<file path="config.mk">
export PLATFORM = sky130hd
export DESIGN_NAME = alu32_result_stage_flat
export DESIGN_NICKNAME = d
export VERILOG_FILES = /design/src/rtl/alu32_result_stage_pkg.sv /design/src/rtl/alu32_result_stage_if.sv /design/src/rtl/alu32_result_stage_flag_gen.sv /design/src/rtl/alu32_result_stage.sv /design/src/flat_wrapper.sv
export SDC_FILE = /design/constraint.sdc
export NUM_CORES = 1
export LEC_CHECK = 0
export ABC_AREA = 1
export BUFFER_PORTS_ARGS = -buffer_cell sky130_fd_sc_hd__buf_2
export CAP_MARGIN = 40
export CORE_MARGIN = 8
export CORE_UTILIZATION = 55
export DETAILED_ROUTE_END_ITERATION = 10
export GPL_TIMING_DRIVEN = 0
export PLACE_DENSITY_LB_ADDON = 0.05
export SLEW_MARGIN = 0
export SYNTH_ARGS = -nofsm -noshare
export SYNTH_HDL_FRONTEND = slang
export SYNTH_SLANG_ARGS = --single-unit
</file>
<file path="constraint.sdc">
create_clock -name clk -period 2 [get_ports clk]
set_clock_uncertainty 0.15 [all_clocks]
set_input_delay 0.3 -clock clk [delete_from_list [all_inputs] [get_ports clk]]
set_output_delay 0.3 -clock clk [all_outputs]
set_load 0.05 [all_outputs]
</file>
<file path="src/rtl/alu32_result_stage_pkg.sv">
// Shared definitions for the alu32 result stage: occupancy states, opcode
// encodings and flag bit positions.
package alu32_result_stage_pkg;

   typedef enum logic [1:0] {
      ST_EMPTY = 2'd0,
      ST_ONE   = 2'd1,
      ST_FULL  = 2'd2
   } occ_state_e;

   localparam logic [2:0] OP_NOTA = 3'b000;
   localparam logic [2:0] OP_NOTB = 3'b001;
   localparam logic [2:0] OP_AND  = 3'b010;
   localparam logic [2:0] OP_OR   = 3'b011;
   localparam logic [2:0] OP_XOR  = 3'b100;
   localparam logic [2:0] OP_XNOR = 3'b101;
   localparam logic [2:0] OP_ADD  = 3'b110;
   localparam logic [2:0] OP_SUB  = 3'b111;

   localparam int FLG_C = 3;
   localparam int FLG_N = 2;
   localparam int FLG_Z = 1;
   localparam int FLG_V = 0;

   // Only the adder path produces meaningful carry/overflow.
   function automatic logic op_is_arith(input logic [2:0] op);
      return (op == OP_ADD) || (op == OP_SUB);
   endfunction

endpackage

</file>
<file path="src/rtl/alu32_result_stage_if.sv">
// Input and output valid/ready streams of the alu32 result stage.
// master = producer/consumer side (mux and register file), slave = the stage.
interface alu32_result_stage_if #(
   parameter int WIDTH = 32
);
   logic             in_valid;
   logic             in_ready;
   logic [WIDTH-1:0] in_result;
   logic [2:0]       in_op;
   logic             in_co;
   logic             in_c_msb;

   logic             out_valid;
   logic             out_ready;
   logic [WIDTH-1:0] out_result;
   logic [2:0]       out_op;
   logic [3:0]       out_flags;

   modport master (
      output in_valid, in_result, in_op, in_co, in_c_msb, out_ready,
      input  in_ready, out_valid, out_result, out_op, out_flags
   );

   modport slave (
      input  in_valid, in_result, in_op, in_co, in_c_msb, out_ready,
      output in_ready, out_valid, out_result, out_op, out_flags
   );
endinterface

</file>
<file path="src/rtl/alu32_result_stage_flag_gen.sv">
// Combinational {C,N,Z,V} flag derivation for one result from the result mux.
module alu32_flag_gen
   import alu32_result_stage_pkg::*;
#(
   parameter int WIDTH = 32
) (
   input  logic [WIDTH-1:0] result,
   input  logic [2:0]       op,
   input  logic             co,
   input  logic             c_msb,
   output logic [3:0]       flags
);

   // N/Z from the result itself; C/V only for add/sub, masked otherwise.
   always_comb begin
      flags        = 4'b0000;
      flags[FLG_N] = result[WIDTH-1];
      flags[FLG_Z] = (result == '0);
      if (op_is_arith(op)) begin
         flags[FLG_C] = co;
         flags[FLG_V] = co ^ c_msb;
      end
   end

endmodule

</file>
<file path="src/rtl/alu32_result_stage.sv">
// Output stage behind the alu32 result mux: flags, 2-entry FIFO with
// valid/ready handshake on both sides, and a retired-result counter.
//
//  state    | meaning
//  ---------+---------------------------------------------
//  ST_EMPTY | no buffered result, out_valid low
//  ST_ONE   | one result at the head
//  ST_FULL  | two results, input stalled (in_ready low)
module alu32_result_stage
   import alu32_result_stage_pkg::*;
#(
   parameter int WIDTH = 32,
   parameter int CNT_W = 16
) (
   input  logic                 clk,
   input  logic                 reset_n,
   alu32_result_stage_if.slave  bus,
   output logic [CNT_W-1:0]     retire_cnt
);

   occ_state_e       state, state_nxt;
   logic [WIDTH-1:0] mem_result [2];
   logic [2:0]       mem_op     [2];
   logic [3:0]       mem_flags  [2];
   logic             head;
   logic             tail;
   logic             in_ready_q;
   logic             push;
   logic             pop;
   logic [3:0]       in_flags;

   alu32_flag_gen #(.WIDTH(WIDTH)) u_flag_gen (
      .result (bus.in_result),
      .op     (bus.in_op),
      .co     (bus.in_co),
      .c_msb  (bus.in_c_msb),
      .flags  (in_flags)
   );

   assign push = bus.in_valid & in_ready_q;
   assign pop  = (state != ST_EMPTY) & bus.out_ready;
   // In EMPTY the head slot is reused so the last popped value stays visible.
   assign tail = (state == ST_EMPTY) ? head : ~head;

   assign bus.in_ready   = in_ready_q;
   assign bus.out_valid  = (state != ST_EMPTY);
   assign bus.out_result = mem_result[head];
   assign bus.out_op     = mem_op[head];
   assign bus.out_flags  = mem_flags[head];

   // Occupancy state register.
   always_ff @(posedge clk or negedge reset_n) begin
      if (!reset_n) state <= ST_EMPTY;
      else          state <= state_nxt;
   end

   // Occupancy next-state from push/pop.
   always_comb begin
      state_nxt = state;
      case (state)
         ST_EMPTY: if (push) state_nxt = ST_ONE;
         ST_ONE: begin
            if (push && !pop)      state_nxt = ST_FULL;
            else if (!push && pop) state_nxt = ST_EMPTY;
         end
         ST_FULL:  if (pop) state_nxt = ST_ONE;
         default:  state_nxt = ST_EMPTY;
      endcase
   end

   // Storage, head pointer, registered in_ready and retire counter.
   always_ff @(posedge clk or negedge reset_n) begin
      if (!reset_n) begin
         for (int i = 0; i < 2; i++) begin
            mem_result[i] <= '0;
            mem_op[i]     <= '0;
            mem_flags[i]  <= '0;
         end
         head       <= 1'b0;
         in_ready_q <= 1'b0;
         retire_cnt <= '0;
      end else begin
         if (push) begin
            mem_result[tail] <= bus.in_result;
            mem_op[tail]     <= bus.in_op;
            mem_flags[tail]  <= in_flags;
         end
         // Advance only when another entry will sit behind the popped one.
         if (pop && ((state == ST_FULL) || push)) head <= ~head;
         in_ready_q <= (state_nxt != ST_FULL);
         if (pop) retire_cnt <= retire_cnt + 1'b1;
      end
   end

endmodule

</file>
<file path="src/flat_wrapper.sv">
// flat-port wrapper written by rule: the top's interface ports become plain ports
module alu32_result_stage_flat import alu32_result_stage_pkg::*;
#(
   parameter int WIDTH = 32,
   parameter int CNT_W = 16
)
  (clk, reset_n, retire_cnt, bus_in_valid, bus_in_result, bus_in_op, bus_in_co, bus_in_c_msb, bus_out_ready, bus_in_ready, bus_out_valid, bus_out_result, bus_out_op, bus_out_flags);
  alu32_result_stage_if #(.WIDTH(WIDTH)) bus_i ();
  input  logic clk;
  input  logic reset_n;
  output logic [CNT_W-1:0] retire_cnt;
  input wire logic [$bits(bus_i.in_valid)-1:0] bus_in_valid;
  input wire logic [$bits(bus_i.in_result)-1:0] bus_in_result;
  input wire logic [$bits(bus_i.in_op)-1:0] bus_in_op;
  input wire logic [$bits(bus_i.in_co)-1:0] bus_in_co;
  input wire logic [$bits(bus_i.in_c_msb)-1:0] bus_in_c_msb;
  input wire logic [$bits(bus_i.out_ready)-1:0] bus_out_ready;
  output wire logic [$bits(bus_i.in_ready)-1:0] bus_in_ready;
  output wire logic [$bits(bus_i.out_valid)-1:0] bus_out_valid;
  output wire logic [$bits(bus_i.out_result)-1:0] bus_out_result;
  output wire logic [$bits(bus_i.out_op)-1:0] bus_out_op;
  output wire logic [$bits(bus_i.out_flags)-1:0] bus_out_flags;
  assign bus_i.in_valid = bus_in_valid;
  assign bus_i.in_result = bus_in_result;
  assign bus_i.in_op = bus_in_op;
  assign bus_i.in_co = bus_in_co;
  assign bus_i.in_c_msb = bus_in_c_msb;
  assign bus_i.out_ready = bus_out_ready;
  assign bus_in_ready = bus_i.in_ready;
  assign bus_out_valid = bus_i.out_valid;
  assign bus_out_result = bus_i.out_result;
  assign bus_out_op = bus_i.out_op;
  assign bus_out_flags = bus_i.out_flags;
  alu32_result_stage #(.WIDTH(WIDTH), .CNT_W(CNT_W)) u_core (.clk(clk), .reset_n(reset_n), .bus(bus_i), .retire_cnt(retire_cnt));
endmodule
</file>
==> flow_summary.toml, run 1 <==
[clock_tree]
clk_path_buf_depth = 2
clock_latency_ns = 0.36
cts_root_buffer = "clkbuf_8"
ctsHtreeMaxLevel = 3
cts_made_buffers = 9
cts_tree = "built"
clock_sinks = 96
path_clk_slew_ns = 0.10

[critical_path]
cp_slowest_stage_delay_ns = 0.39
critical-path-top-delay-family = "buffers and inverters"
worstSetupPathType = "register to output port"
worst_setup_path_end_kind = "output port"
startpoint_type = "register"
cp_max_fo = 10
path_cells = "buf_6, buf_4, nand2_1, nand2_1, buf_4, buf_6"
cp.arrival_ns = 1.50
required_ns = 1.55
r2r-start = "u_core.head"
critical-path-slowest-cell = "dfrtp_1"
cp-startpoint = "u_core.head"
critPathBufInv = 4

[min_path]
min_from = "bus_in_result[18]"
hold_path_class = "primary input to register"

[placement]
place_congestion = 0.795
dp_hpwl_microns = 7890
portBuffers = 97

[final_layout]
area_growth_pct = 21.4
fill_cells = 712
fin_nets = 714
n_antenna_cell = 0
drive_above_1_share = 0.267

[sta]
drv_slew = 0
setup_violations = 0
relSlewSlack = 0.517
tightest_slew_ns = 0.725
final_hold_viol_count = 0
period_share = 0.977
final.setup.tns_ns = 0
max_freq_mhz = 512
min_period_ns = 1.95

[route]
detail-route-antenna-nets = 0
vias_per_cell = 4.97
vias = 3889
drt_iter0_markers = 224
dr.pass1.iters = 4
drc = 0
wl_microns = 10900
wl_per_cell_microns = 14.0

[yosys]
synth_cells = 563
syn_area_per_cell_sq_um = 8.16
ys_seq_area_frac = 0.523
synth-seq-cells = 96
synth_nets = 605
synth.distinct_cells = 25
yosys_warnings = 0
syn_area_sq_mm = 0.00460

[power]
p_leak_nw = 3.03
total_power_mw = 10.8
worst_ir_drop_vdd_uv = 1010
power.density_mw_per_mm2 = 1930

[global_route]
overflow = 0
antenna_found_initial = 0
grt_pass1_wl_microns = 18300
track_usage = 0.196
grt_max_degree = 57
grt_pass1_vias = 3821

[die]
rows = 33
core_sq_mm = 0.00818
die-area_sq_mm = 0.0115
die_w_microns = 107
start_util = 0.562
fp.dieH_microns = 107
ioPinCount = 98

[status]
status = "finished clean"

[job]
drv_cap = 0
power by group:
part           internal, mW  switching, mW  total (mW)  leakage (nW)
registers              2.74          0.465        3.21          1.20
clock network         0.620          0.691        1.31         0.107
logic                  1.92           4.35        6.27          1.72
total                  5.29           5.51        10.8          3.03
Yosys cell counts, drive strengths merged:
library cell | instances | area share
nand2 | 237 | 0.20
dfrtp | 96 | 0.52
o21ai | 77 | 0.11
inv | 57 | 0.047
nor2 | 32 | 0.030
buf | 21 | 0.035
nand3 | 14 | 0.015
xor2 | 7 | 0.015
xnor2 | 6 | 0.011
clkbuf | 4 | 0.0033
nand4 | 4 | 0.0054
nor3 | 4 | 0.0044
a21oi | 2 | 0.0022
and3 | 1 | 0.0014
ha | 1 | 0.0027
area by class of cell:
cell class,instances,area [sq um],share of cell area
tap,105,131,0.0235
timing repair buffer,99,617,0.111
sequential,96,2400,0.430
multi-input combinational,385,1800,0.322
buffer,24,205,0.0368
clock buffer,10,138,0.0247
inverter,57,221,0.0397
clock inverter,6,66.3,0.0119
final timing paths:
check | cells past startpoint | to | slack [ns]
worst min register to register | 2 | u_core.mem_result[10] | 0.34
worst max-delay path | 6 | bus_out_result[31] | 0.05
worst max register to register | 8 | u_core.mem_result[62] | 0.30
min in group asynchronous | 2 | u_core.mem_result[45] | 0.38
worst min-delay path | 3 | u_core.mem_result[18] | 0.05
max in group asynchronous | 3 | u_core.retire_cnt[6] | 0.63
cells by family after synthesis:
kind of cell	synth area share
AOI/OAI and AO/OA	0.108
xor gates and xnor gates	0.0264
adders and majority gates	0.00272
buffers and inverters	0.0858
DFF	0.523
and+or+nand+nor	0.254
flip-flops by register name, summed over array words and instances (netlist names):
register and count:
u_core.mem_result 62, u_core.retire_cnt 16, u_core.mem_flags 8, u_core.mem_op 6, u_core.state 2, u_core.bus.in_ready 1
u_core.head 1
cells in the final DEF (no fill, tap or decap), drive strengths merged, types with 6 or more instances in the layout:
cell type  synthesis  routed
nor2              32      32
inv               57      59
o21ai             77      77
xnor2              6       6
nand2            237     237
dfrtp             96      96
nand3             14      14
buf               21     119
clkbuf             4      13
xor2               7       7
through the flow:
stage	utilization	setup WS (ns)	hold WS, ns	instances	instance area, sq um
after CTS	0.680	-0.00492	0.0358	782	5560
after detailed placement	0.640	0.0584	0.256	766	5240
after global routing	0.683	-0.00102	0.0431	782	5580
after global placement	0.638	-0.492	0.314	765	5210
final	0.683	0.0455	0.0472	782	5580
after floorplan	-	-0.230	-0.146	563	4600
worst reg2reg max path: stages, from the launching register on:
cell and delay (ns):
dfrtp_1 0.39, buf_6 0.14, inv_8 0.10, xor2_2 0.20
inv_2 0.05, nand2_2 0.15, buf_2 0.28, nand2_1 0.09
o21ai_1 0.07
routing by layer:
layer	global-route usage	wire [microns]
met3	0.0425	626
met2	0.315	5240
met1	0.257	4960
met4	0.0634	93
met5	0	0
what timing repair did:
item                                    CTS  global route
buffers inserted                          0             0
hold buffers                              1             0
endpoints found under the setup margin   39            13
gates cloned                              0             0
endpoints found under the hold margin    55             0
gates resized for setup                  47            12
Note: power is estimated with default switching activity, not from simulation.
==> inputs of run 2 (changes only) <==
- PLACE_DENSITY_LB_ADDON: 0.05 -> 0.25
==> run 2 against run 1 <==
  * Design area is the same
  * Combinational power is essentially flat
  * Via count grew 1.5%
  * Critical endpoint is now bus_out_result[26]
  * Largest power group unchanged
==> flow_summary.toml, run 2 (synthesized netlist as in run 1, its figures left out) <==
[power]
power_switching_share = 0.509
intPower_mw = 5.29
p_switching_mw = 5.49
pwr-share-seq = 0.298
power_frac_comb = 0.581
power.density_mw_per_mm2 = 1930
clkPwrFrac = 0.121
worst_ir_drop_vdd_uv = 1340
p_leak_nw = 3.02

[global_route]
antenna_found_initial = 0
grt_max_degree = 56
grt_pass1_wl_microns = 18100
grt_pass1_vias = 3922
overflow = 0
track_usage = 0.192

[final_layout]
top_regs = "u_core.mem_result: 62 flops, u_core.retire_cnt: 16 flops, u_core.mem_flags: 8 flops"
multi_input_area_sq_mm = 0.00180
max_flop_register = "u_core.mem_result"
n_antenna_cell = 0
fill_cells = 705
drive_above_1_share = 0.266
seq_area_sq_mm = 0.00240
largest_register_ffs = 62
final_common_cell = "nand2_1"
fin_nets = 714
fin_area_sq_mm = 0.00558
final_cell_mix = "nand2_1, dfrtp_1, buf_2, inv_1"
area_growth_pct = 21.4

[sta]
relSlewSlack = 0.634
tightest_slew_ns = 0.549
rsz0062_at_grt = "false"
min_period_ns = 1.95
final_hold_viol_count = 0
period_share = 0.973
max_freq_mhz = 514
drv_slew = 0
fin_ws_ns = 0.0543
setup_violations = 0

[clock_tree]
clk_path_buf_depth = 2
path_clk_slew_ns = 0.10
ctsHtreeMaxLevel = 3
clock_sinks = 96
cts_made_buffers = 9
clock_latency_ns = 0.35
post_cts_buffers = 0
cts_tree = "built"
cts_root_buffer = "clkbuf_8"

[critical_path]
worst_setup_path_end_kind = "output port"
r2r-start = "u_core.head"
critical-path-slowest-cell = "dfrtp_1"
cp-startpoint = "u_core.head"
startpoint_type = "register"
cp_max_fo = 11
critPathBufInv = 4
cp_slowest_stage_delay_ns = 0.38
cp.arrival_ns = 1.50
critical-path-top-delay-family = "buffers and inverters"
required_ns = 1.55
worstSetupPathType = "register to output port"
path_cells = "buf_6, inv_6, buf_6, nand2_1, nand2_1, buf_4"

[die]
fp.dieH_microns = 107
core_sq_mm = 0.00818
ioPinCount = 98
die_w_microns = 107
rows = 33
start_util = 0.562
die-area_sq_mm = 0.0115

[placement]
dp_hpwl_microns = 8080
post-place-ws_ns = 0.0720
post_dp_cell_area_sq_mm = 0.00524
portBuffers = 97
place_congestion = 0.829

[route]
drc = 0
detail-route-antenna-nets = 0
dr.pass1.iters = 5
wl_per_cell_microns = 14.0
wl_microns = 11000
vias_per_cell = 5.05
vias = 3947
drt_iter0_markers = 197

[min_path]
min_from = "bus_in_result[5]"
hold_path_class = "primary input to register"

[status]
status = "finished clean"

[job]
drv_cap = 0
-- run 2: cell count changes in the layout (fill, tap and decap cells not counted), moves of 2 or more --
cell / delta
clkbuf_2: +3
clkbuf_4: -2
clkinv_2: -2
clkinvlp_4: +3
-- run 2: final timing paths --
kind,to,slack (ns),cells after the start
max in group asynchronous,u_core.retire_cnt[3],0.72,3
setup / recovery,bus_out_result[26],0.05,6
setup reg to reg,u_core.mem_result[44],0.29,8
min in group asynchronous,u_core.mem_result[49],0.32,2
hold reg to reg,u_core.mem_flags[3],0.34,2
hold / removal,u_core.mem_result[5],0.06,3
-- run 2: power by group through the flow --
stage | clock network, mW | logic (mW) | registers [mW]
2_1_floorplan | 0 | 4.36 | 3.35
3_3_place_gp | 0 | 5.79 | 3.20
3_5_place_dp | 0 | 5.91 | 3.24
4_1_cts | 1.33 | 6.24 | 3.21
5_1_grt | 1.41 | 6.74 | 3.30
6_report | 1.31 | 6.26 | 3.21
-- run 2: cell type report --
class,instances,area share
Clock inverter,4,0.00942
Inverter,57,0.0392
Tap cell,105,0.0235
Clock buffer,12,0.0278
Multi-Input combinational cell,385,0.322
Buffer,24,0.0357
Timing Repair Buffer,99,0.111
Sequential cell,96,0.430
-- run 2: timing repair --
action | CTS | global route
resized for setup | 42 | 12
endpoints found under the setup margin | 39 | 28
hold buffers | 1 | 0
endpoints found under the hold margin | 41 | 0
-- run 2: through the flow --
step | hold slack, ns | TNS [ns] | power [mW] | instances | util
finish | 0.0608 | 0 | 10.8 | 782 | 0.683
detailed placement | 0.171 | 0 | 9.14 | 766 | 0.641
global route | 0.0576 | 0 | 11.4 | 782 | 0.683
floorplan | -0.146 | -0.460 | 7.70 | 563 | -
global placement | 0.312 | -39.92 | 8.99 | 765 | 0.638
CTS | 0.0515 | 0 | 10.8 | 782 | 0.680
-- run 2: tightest hold or removal path, delay by kind of cell --
kind	cells	cell delay (ns)
buf+inv	2	0.18
compound gates	1	0.06
-- run 2: routing by layer --
metal,track usage,share of wire,vias up
li1,-,-,1944
met1,0.244,0.43,1881
met2,0.322,0.50,109
met3,0.0335,0.057,13
met4,0.0704,0.015,0
met5,0,0,-
==> inputs of run 3 (changes only) <==
- CAP_MARGIN: 40 -> 20
- REMOVE_ABC_BUFFERS: not set -> 1
==> run 3 against run 2 <==
  * Sequential cell count unchanged
  * Worst setup slack worse by 0.018 ns
  * Global-route usage fell by 0.72 points
  * Critical path type unchanged
  * Critical endpoint is now bus_out_flags[3]
  * Highest routed layer unchanged
==> flow_summary.toml, run 3 (synthesized netlist as in run 1, its figures left out) <==
[sta]
drv_slew = 0
final_hold_viol_count = 0
final.setup.tns_ns = 0
min_period_ns = 1.96
setup_violations = 0
fin_ws_ns = 0.0362
max_freq_mhz = 509
period_share = 0.982
relSlewSlack = 0.651
tightest_slew_ns = 0.522
rsz0062_at_grt = "true"

[die]
die_w_microns = 107
ioPinCount = 98
core_sq_mm = 0.00818
start_util = 0.562
die-area_sq_mm = 0.0115
rows = 33
fp.dieH_microns = 107

[critical_path]
cp_max_fo = 20
worstRegToRegCells = 6
startpoint_type = "register"
r2r-end = "u_core.mem_result[51]"
worstSetupPathType = "register to output port"
worst_setup_path_end_kind = "output port"
r2r-start = "u_core.head"
cp.arrival_ns = 1.51
reg2reg_slack_ns = 0.12
required_ns = 1.55

[job]
drv_cap = 0

[global_route]
grt_max_degree = 75
met3_usage = 0.0419
overflow = 0
met1_usage = 0.245
grt_pass1_wl_microns = 17400
antenna_found_initial = 0
grt_pass1_vias = 3764
track_usage = 0.185
met2_usage = 0.292
busiest_layer = "met2"

[min_path]
holdPathEnd = "u_core.mem_result[1]"
hold_path_class = "primary input to register"
min_from = "bus_in_result[1]"
whs_path_depth = 3

[route]
detail-route-antenna-nets = 0
wl_microns = 10900
vias_per_cell = 5.04
drt_iter0_markers = 217
dr.pass1.iters = 4
drc = 0
wl_per_cell_microns = 14.2
vias = 3857

[final_layout]
seq_area_sq_mm = 0.00241
utilization = 0.685
fin_nets = 698
area_growth_pct = 21.9
drive_above_1_share = 0.253
top_regs = "u_core.mem_result: 62 flops, u_core.retire_cnt: 16 flops, u_core.mem_flags: 8 flops"
multi_input_area_sq_mm = 0.00186
fill_cells = 701
fin_area_sq_mm = 0.00560
n_antenna_cell = 0
final_common_cell = "nand2_1"
final_cell_mix = "nand2_1, dfrtp_1, buf_2, inv_1, o21ai_0"
largest_register_ffs = 62
max_flop_register = "u_core.mem_result"

[power]
worst_ir_drop_vdd_uv = 1410
p_leak_nw = 2.98
power.density_mw_per_mm2 = 1960
total_power_mw = 11.0

[clock_tree]
cts_made_buffers = 9
ctsHtreeMaxLevel = 3
clk_path_buf_depth = 2
cts_tree = "built"
cts_root_buffer = "clkbuf_8"
clock_latency_ns = 0.35
clock_sinks = 96
path_clk_slew_ns = 0.10

[placement]
portBuffers = 97
place_congestion = 0.747
post-place-ws_ns = -0.994
post_dp_cell_area_sq_mm = 0.00509
dp_hpwl_microns = 6780

[status]
status = "finished clean"
==> run 3: layer usage <==
layer  vias up  routed length (microns)  share of wire
li1       1918                        -              -
met1      1829                     4860           0.45
met2       101                     5210           0.48
met3         9                      684          0.063
met4         0                      112          0.010
met5         -                        0              0
==> run 3: worst max path at each step <==
| stage | start | endpoint | slack (ns) | cells after the start |
|---|---|---|---|---|
| floorplan | u_core.head | u_core.mem_flags[1] | -1.71 | 6 |
| finish | u_core.head | bus_out_flags[3] | 0.04 | 3 |
| detailed placement | u_core.head | u_core.mem_flags[1] | -0.99 | 6 |
| global placement | u_core.head | u_core.mem_flags[1] | -3.21 | 6 |
| global route | u_core.head | bus_out_flags[3] | -0.009 | 3 |
| CTS | u_core.head | bus_out_flags[2] | -0.006 | 4 |
==> run 3: final cells by class <==
type | instances | share of cell area
Clock inverter | 5 | 0.0188
Tap cell | 105 | 0.0235
Timing Repair Buffer | 106 | 0.128
Multi-Input combinational cell | 386 | 0.333
Inverter | 57 | 0.0429
Sequential cell | 96 | 0.430
Clock buffer | 10 | 0.0246
==> run 3: per-stage QoR <==
stage / instances / hold WS (ns)
after floorplan: 538 / -0.146
after global placement: 740 / 0.313
after detailed placement: 742 / 0.147
after CTS: 762 / 0.0447
after global routing: 765 / 0.0467
final: 765 / 0.0554
==> run 3: repair_timing <==
item                                    in CTS  in global routing
pin swaps                                    0                  2
hold buffers                                 1                  0
endpoints found under the setup margin     115                 93
buffers inserted                             4                  2
cloned                                       0                  1
resized for setup                           26                 34
endpoints found under the hold margin       35                  0
==> run 3: worst max-delay path, stage by stage (launching register included) <==
cell and delay (ns):
dfrtp_4 0.59, buf_12 0.20, o21ai_1 0.19, buf_6 0.18
==> run 3: report_power, final <==
| part | total, mW | switching (mW) | internal [mW] |
|---|---|---|---|
| sequential | 3.27 | 0.524 | 2.75 |
| clock | 1.52 | 0.666 | 0.858 |
| combinational | 6.17 | 4.36 | 1.80 |
| total | 11.0 | 5.55 | 5.41 |
